`src/rtl/alu_exec_pkg.sv`:
```
// ---------------------------------------------------------------------------
// alu_exec_pkg
// Shared definitions for the 8-bit CPU decode/execute stage:
//   - opcode constants (OPC_LOADI .. OPC_OR)
//   - ALU operation selects (ALU_FWD, ALU_ADD, ALU_AND, ALU_OR)
//   - dec_t : decoded control bundle {aluop, imm, sign, we, illegal}
// ---------------------------------------------------------------------------
package alu_exec_pkg;

    localparam logic [7:0] OPC_LOADI = 8'h00;
    localparam logic [7:0] OPC_MOV   = 8'h01;
    localparam logic [7:0] OPC_ADD   = 8'h02;
    localparam logic [7:0] OPC_SUB   = 8'h03;
    localparam logic [7:0] OPC_AND   = 8'h04;
    localparam logic [7:0] OPC_OR    = 8'h05;

    localparam logic [2:0] ALU_FWD = 3'b000;
    localparam logic [2:0] ALU_ADD = 3'b001;
    localparam logic [2:0] ALU_AND = 3'b010;
    localparam logic [2:0] ALU_OR  = 3'b011;

    typedef struct packed {
        logic [2:0] aluop;
        logic       imm;
        logic       sign;
        logic       we;
        logic       illegal;
    } dec_t;

endpackage

```
`src/rtl/alu_exec_stage_mux2.sv`:
```
// ---------------------------------------------------------------------------
// operand_mux2
// Parameterised DATA_W-wide 2:1 mux used for operand-B selection.
// Ports:
//   SEL  in  1       0 -> IN0, 1 -> IN1
//   IN0  in  DATA_W
//   IN1  in  DATA_W
//   OUT  out DATA_W
// ---------------------------------------------------------------------------
module operand_mux2 #(
    parameter int DATA_W = 8
) (
    input  logic              SEL,
    input  logic [DATA_W-1:0] IN0,
    input  logic [DATA_W-1:0] IN1,
    output logic [DATA_W-1:0] OUT
);

    assign OUT = SEL ? IN1 : IN0;

endmodule

```
`src/rtl/alu_exec_stage.sv`:
```
// ---------------------------------------------------------------------------
// alu_exec_stage
// Combined decode/execute stage of the 8-bit single-cycle CPU. Decodes the
// opcode, selects operand B (register, its negation, or immediate), runs the
// ALU and registers result + write enable for the register-file write port.
// One-cycle latency, one instruction per cycle, no handshake.
//
// Ports:
//   CLK          in   1       clock, rising edge
//   RESET        in   1       synchronous, active-low
//   OPCODE       in   OPC_W   instruction bits [31:24]
//   REGOUT1      in   DATA_W  operand A
//   REGOUT2      in   DATA_W  operand B source
//   IMMEDIATE    in   DATA_W  instruction bits [7:0]
//   ALURESULT    out  DATA_W  registered result
//   WRITEENABLE  out  1       registered write enable
//   ALUOP        out  3       combinational decoded ALU select (debug)
//   ILLEGAL      out  1       registered: last opcode was undefined
//   ZERO         out  1       registered (result == 0), reset value 1;
//                             present only with ALU_EXEC_ZERO_FLAG_EN
//
// Optional macro: ALU_EXEC_ZERO_FLAG_EN adds the ZERO output.
// ---------------------------------------------------------------------------
module alu_exec_stage
    import alu_exec_pkg::*;
#(
    parameter int DATA_W = 8,
    parameter int OPC_W  = 8
) (
    input  logic              CLK,
    input  logic              RESET,
    input  logic [OPC_W-1:0]  OPCODE,
    input  logic [DATA_W-1:0] REGOUT1,
    input  logic [DATA_W-1:0] REGOUT2,
    input  logic [DATA_W-1:0] IMMEDIATE,
    output logic [DATA_W-1:0] ALURESULT,
    output logic              WRITEENABLE,
    output logic [2:0]        ALUOP,
`ifdef ALU_EXEC_ZERO_FLAG_EN
    output logic              ZERO,
`endif
    output logic              ILLEGAL
);

    dec_t              dec;
    logic [DATA_W-1:0] neg;
    logic [DATA_W-1:0] mux_sign;
    logic [DATA_W-1:0] b_op;
    logic [DATA_W-1:0] alu_res;

    // Decode: undefined opcodes fall through to a forward with no write.
    always_comb begin
        dec = '{aluop: ALU_FWD, imm: 1'b0, sign: 1'b0, we: 1'b0, illegal: 1'b1};
        case (OPCODE)
            OPC_LOADI: dec = '{aluop: ALU_FWD, imm: 1'b1, sign: 1'b0, we: 1'b1, illegal: 1'b0};
            OPC_MOV:   dec = '{aluop: ALU_FWD, imm: 1'b0, sign: 1'b0, we: 1'b1, illegal: 1'b0};
            OPC_ADD:   dec = '{aluop: ALU_ADD, imm: 1'b0, sign: 1'b0, we: 1'b1, illegal: 1'b0};
            OPC_SUB:   dec = '{aluop: ALU_ADD, imm: 1'b0, sign: 1'b1, we: 1'b1, illegal: 1'b0};
            OPC_AND:   dec = '{aluop: ALU_AND, imm: 1'b0, sign: 1'b0, we: 1'b1, illegal: 1'b0};
            OPC_OR:    dec = '{aluop: ALU_OR,  imm: 1'b0, sign: 1'b0, we: 1'b1, illegal: 1'b0};
            default: ;
        endcase
    end

    assign ALUOP = dec.aluop;

    // Two's complement; wraps so that NEG(0)=0 and NEG(0x80)=0x80.
    assign neg = ~REGOUT2 + DATA_W'(1);

    // Sign mux feeds the immediate mux, giving the immediate priority.
    operand_mux2 #(.DATA_W(DATA_W)) u_sign_mux (
        .SEL (dec.sign),
        .IN0 (REGOUT2),
        .IN1 (neg),
        .OUT (mux_sign)
    );

    operand_mux2 #(.DATA_W(DATA_W)) u_imm_mux (
        .SEL (dec.imm),
        .IN0 (mux_sign),
        .IN1 (IMMEDIATE),
        .OUT (b_op)
    );

    always_comb begin
        alu_res = '0;
        case (dec.aluop)
            ALU_FWD: alu_res = b_op;
            ALU_ADD: alu_res = REGOUT1 + b_op;  // carry discarded
            ALU_AND: alu_res = REGOUT1 & b_op;
            ALU_OR:  alu_res = REGOUT1 | b_op;
            default: alu_res = '0;
        endcase
    end

    always_ff @(posedge CLK) begin
        if (!RESET) begin
            ALURESULT   <= '0;
            WRITEENABLE <= 1'b0;
            ILLEGAL     <= 1'b0;
        end else begin
            ALURESULT   <= alu_res;
            WRITEENABLE <= dec.we;
            ILLEGAL     <= dec.illegal;
        end
    end

`ifdef ALU_EXEC_ZERO_FLAG_EN
    always_ff @(posedge CLK) begin
        if (!RESET) ZERO <= 1'b1;
        else        ZERO <= (alu_res == '0);
    end
`endif

endmodule

```
`config.mk`:
```
export PLATFORM = sky130hd
export DESIGN_NAME = alu_exec_stage
export DESIGN_NICKNAME = d
export VERILOG_FILES = /design/src/rtl/alu_exec_pkg.sv /design/src/rtl/alu_exec_stage_mux2.sv /design/src/rtl/alu_exec_stage.sv
export SDC_FILE = /design/constraint.sdc
export NUM_CORES = 1
export LEC_CHECK = 0
export CORE_MARGIN = 4
export CORE_UTILIZATION = 43
export DETAILED_ROUTE_END_ITERATION = 6
export PLACE_DENSITY = 0.9
export REMOVE_ABC_BUFFERS = 1
export SLEW_MARGIN = 20
export SYNTH_ARGS = -nofsm -noshare
export SYNTH_HDL_FRONTEND = slang
export SYNTH_SLANG_ARGS = --single-unit
```
`constraint.sdc`:
```
create_clock -name CLK -period 7.2 [get_ports CLK]
set_clock_uncertainty 0.15 [all_clocks]
set_input_delay 0.72 -clock CLK [delete_from_list [all_inputs] [get_ports CLK]]
set_output_delay 0.72 -clock CLK [all_outputs]
set_load 0.02 [all_outputs]
```
== After elaboration in Yosys (flattened, before gate mapping) ==
Cells that the tools add are included.

* Register bits after elaboration: 10
* Latch bits: 0
* Memory bits (writable): 0
* ROM bits: 0
* Bits of input ports: 34
* Output and inout port bits: 13
* Logic and storage cells: 22
* Memories kept: 0

* Add/subtract/negate cells: 2
* Multipliers: 0
* Div/mod/pow operators: 0
* Order comparisons: 0
* Equal/unequal tests: 8
* Shifts and indexed selects: 0
* Mux-type cells: 4
* Bitwise gates (word level): 3
* Reductions and logical operators: 2

{| class="wikitable"
|+ Operators by type and width
! operator !! number
|-
| case mux 6 bit (6 select lines) || 1
|-
| case mux 8 bit (4 select lines) || 1
|-
| equality test 8 x 2 -> 1 bit (second input constant) || 2
|-
| equality test 8 x 3 -> 1 bit (second input constant) || 2
|-
| two-way mux 8 bit || 2
|-
| adder 8 x 1 -> 8 bit (second input constant) || 1
|-
| adder 8 bit || 1
|-
| bitwise AND 8 bit || 1
|-
| equality test 8 x 1 -> 1 bit (second input constant) || 1
|-
| logical NOT 8 bit || 1
|-
| NOT 8 bit || 1
|-
| bitwise OR 8 bit || 1
|-
| equality test 3 x 2 -> 1 bit (second input constant) || 2
|-
| equality test 3 x 1 -> 1 bit (second input constant) || 1
|-
| logical NOT 3 bit || 1
|}

== Depth between registers and ports, before layout ==
* Word-level depth: 6
* Mapped depth: 13
* Mapped depth without buffers: 13

== Cells and area by module ==
A second synthesis with hierarchy kept.

* Cells, all modules: 190
* Area total of the unflattened synthesis: 1572.8 µm²

{| class="wikitable"
|+ Modules (own cells, without submodules)
! module !! instances !! cells each !! area an instance (µm²) !! seq. area each (µm²)
|-
| alu_exec_stage || 1 || 172 || 1310.0 || 200.2
|-
| operand_mux2 || 2 || 9 || 131.4 || 0.0
|}

== Worst setup path before layout ==
Ideal clock, no wire load.

* Path kind: input -> register
* From: input OPCODE[5]
* To: register ALURESULT[7]
* Setup time: 0.124 ns
* Data arrival time: 3.202 ns
* Data required time: 6.926 ns
* Setup slack: 3.724 ns
* Stages on the path: 11
* Buffers on the path: 0
* Path through: or4_4 -> a2111oi_0 -> xnor2_1 -> nand2_1 -> o21a_1 -> ha_1 -> or3_1 -> o22a_2 -> xor2_1 -> a222oi_1 -> nor2_1

* Word-level cells in the longest chain between the ends: 6
* Elaborated cells between the ends (all ways): 17
* Classes of those cells: add/sub (1); eq/ne (8); mux (4); bitwise (2); reduce/logical (2)

{| class="wikitable"
|+ Ends and longest elaborated chain
! what !! line !! RTL
|-
| start, declared || alu_exec_stage.sv:32 || <nowiki>input logic [OPC_W-1:0] OPCODE,</nowiki>
|-
| equality test 8 x 3 -> 1 bit, or another cell as far along || alu_exec_stage.sv:54 || <nowiki>case (OPCODE)</nowiki>
|-
| case mux 6 bit (6 select lines) * || alu_exec_stage.sv:54 ||
|-
| two-way mux 8 bit (2 in series) || alu_exec_stage_mux2.sv:19 || <nowiki>assign OUT = SEL ? IN1 : IN0;</nowiki>
|-
| adder 8 bit, or another cell as far along || alu_exec_stage.sv:89 || <nowiki>ALU_ADD: alu_res = REGOUT1 + b_op;</nowiki>
|-
| case mux 8 bit (4 select lines) * || alu_exec_stage.sv:87 || <nowiki>case (dec.aluop)</nowiki>
|-
| end signal, assigned || alu_exec_stage.sv:102 || <nowiki>ALURESULT <= alu_res;</nowiki>
|-
| end, declared || alu_exec_stage.sv:36 || <nowiki>output logic [DATA_W-1:0] ALURESULT,</nowiki>
|}

Mark *: on every way between the ends. The rest lies on a longest branch, timed or not.
A chain may end at the register's enable or synchronous reset.

== Worst setup path after layout ==
* From: input OPCODE[3]
* To: register ALURESULT[7]

Same word-level chain as after synthesis.

==> results.cfg <==
[detailed_routing]
first_pass_iters = 4
viasPerCell = 5.534
drc = 0
post_drt_wl_per_cell_um = 13.87
first_iter_violations = 58
ant_nets = 0
wirelength_um = 3302
route.vias.total = 1317

[sta]
finalCriticalPeriod_ns = 4.046
fin_setup_tns_ns = 0
slew_violations = 0
worstMarginPinSlew_ns = 0.9973
post-route-period-util = 0.5620
rsz0062_at_grt = no
setup-violations-final = 0
slew_headroom = 0.3300
final_hold_viol_count = 0
max_freq_ghz = 0.2471

[global_route]
grt_pass1_vias = 1224
grt_usage = 0.1686
grt_pass1_wl_um = 5513
met3_usage = 0.03784
grt_max_degree = 19
globalRouteMet1Util = 0.2249
gr-usage-met2 = 0.2746
grt-busiest-layer = met2
grt_antenna_before_repair = 0
grt_overflow = 0

[yosys]
syn_area_mm2 = 0.001267
yosysTopAreaCell = ha_1
ys.warnings.count = 0
synth_flop_cell = dfxtp_1
syn_inst = 165
synth_adder_area_share = 0.1836
synthArstFlopShare = 0
avgSynthCellArea_um2 = 7.682
ys_ff_latch = 10
synthTopCellsByArea = ha_1 17%, dfxtp_1 16%, inv_1 6.8%
synth.mux.area_fraction = 0.04047
synth_compound_area_frac = 0.2389
yosysSeqAreaShare = 0.1579
synth_xor_area_frac = 0.06910
synth_top_family_by_area = compound AO/OA/AOI/OAI gates
synth-simple-area-share = 0.1885
ys_types = 46
yosys.area.top_type_share = 0.1678
synth-edff-count = 0

[pwr]
power.density_mw_per_mm2 = 113.5
sequentialPowerShare = 0.301
vdd_ir_drop_max_mv = 0.07430
p_leak_nw = 0.7914
power_frac_comb = 0.408
p_sw_frac = 0.3342
p_sw_uw = 65.61
power_frac_clock = 0.292
p_int_uw = 130.7

[placement]
post-dp-hpwl_um = 2603
gp_congestion = 0.8359
port-buffer-count = 45
placed_cell_area_mm2 = 0.001693
place_inst = 234

[cells_and_area]
insertedDiodeCount = 0
utilization = 0.6217
final-seq-area_um2 = 200.2
instances_no_fill = 238
multi_input_area_um2 = 917.1
mostFrequentLayoutCells = 45 x clkdlybuf4s50_1, 23 x inv_1, 17 x ha_1
final_common_cell = clkdlybuf4s50_1
nets = 260
area_delta_synth_final_pct = 36.43
nFillCells = 225
drive_above_1_share = 0.06763
design_area_mm2 = 0.001729

[clocking]
cts_buffer_depth = 2
ctsResizeCount = 0
htreeDepth = 1
cts_hold_buffers = 0
root_buffer = clkbuf_4
cts.sinks = 10
clkSlewWorstSetupHoldPaths_ns = 0.09
cts_setup_buffers = 0
cts_tree = done
cts_buffers = 3

[setup_path]
critical_path_arrival_ns = 4.07
endpoint_kind = register
endpoint = ALURESULT[7]
required_ns = 7.22
crit_type = input port to register
cp_max_fo = 18
start_kind = input port
startpoint = OPCODE[3]

[run_status]
outcome = finished, final reports clean

[die]
die-width_um = 62.29
io_pins = 47
die_area_mm2 = 0.003880
core_area_mm2 = 0.002781
rows = 19
die_h_um = 62.29
initial_core_util = 0.4557

[hold_path]
holdCritPathClass = input port to register

[flow_run]
cap_violations = 0
==> kinds of logic after synthesis <==
family,Yosys count
mux,5
other cells,1
xor+xnor,10
fa+ha+maj,18
compound gates,43
simple gates,48
buf+inv,30
flops,10
==> worst min path at each step <==
stage / cells after the start / to / slack, ns / startpoint
6_report: 3 / ILLEGAL / 0.95 / OPCODE[1]
5_1_grt: 3 / ILLEGAL / 1.0 / OPCODE[1]
4_1_cts: 3 / ILLEGAL / 0.95 / OPCODE[1]
3_5_place_dp: 3 / ILLEGAL / 1.24 / OPCODE[1]
3_3_place_gp: 3 / ILLEGAL / 1.25 / OPCODE[1]
2_1_floorplan: 1 / ALURESULT[6] / 0.72 / RESET
==> metrics by stage <==
step	setup slack, ns	power [mW]	hold slack [ns]
5_1_grt	2.983	0.2066	0.9998
3_3_place_gp	3.021	0.1377	1.246
6_report	3.154	0.1963	0.9490
4_1_cts	3.209	0.1959	0.9525
2_1_floorplan	3.700	0.1032	0.7150
3_5_place_dp	2.919	0.1398	1.244
==> sequential cells by signal, summed over array words and instances (netlist names) <==
name         cells
WRITEENABLE      1
ILLEGAL          1
ALURESULT        8
==> final cells by class <==
class	instances	share of cell area
Multi-Input combinational cell	125	0.5304
Timing Repair Buffer	45	0.2605
Sequential cell	10	0.1158
Inverter	23	0.04993
Tap cell	31	0.02243
Clock buffer	4	0.02098
==> power by group through the flow <==
| stage | Clock [mW] | Combinational [mW] | Sequential (mW) |
|---|---|---|---|
| final | 0.0573 | 0.0800 | 0.0590 |
| after global routing | 0.0590 | 0.0882 | 0.0594 |
| after CTS | 0.0570 | 0.0799 | 0.0591 |
| after detailed placement | 0 | 0.0794 | 0.0604 |
| after global placement | 0 | 0.0774 | 0.0603 |
| after floorplan | 0 | 0.0389 | 0.0643 |
==> routing by layer <==
metal,vias up,share of wire
li1,660,-
met1,594,0.42
met2,57,0.48
met3,6,0.084
met4,0,0.010
met5,-,0
==> synthesized netlist by cell type (all sizes together) (2+ instances only) <==
cell,number
inv,23
ha,17
nand2,15
nor2,12
o21ai,12
dfxtp,10
a21oi,7
buf,6
xor2,6
mux2i,4
nor3,4
o22ai,4
xnor2,4
a222oi,3
nand3,3
nor4,3
o21a,3
a2111oi,2
a22oi,2
and2b,2
nand2b,2
or4,2
==> worst max-delay path: stages <==
cell and delay, ns:
clkdlybuf4s50_1 0.49, nand2b_1 0.50, a2111oi_0 0.60, xnor2_1 0.18, nand2_1 0.09, o21a_1 0.16, ha_1 0.22, or3_1 0.38
o22a_2 0.24, xor2_1 0.14, a222oi_1 0.29, nor2_1 0.07
No activity file was read; power rests on OpenSTA's default activity.
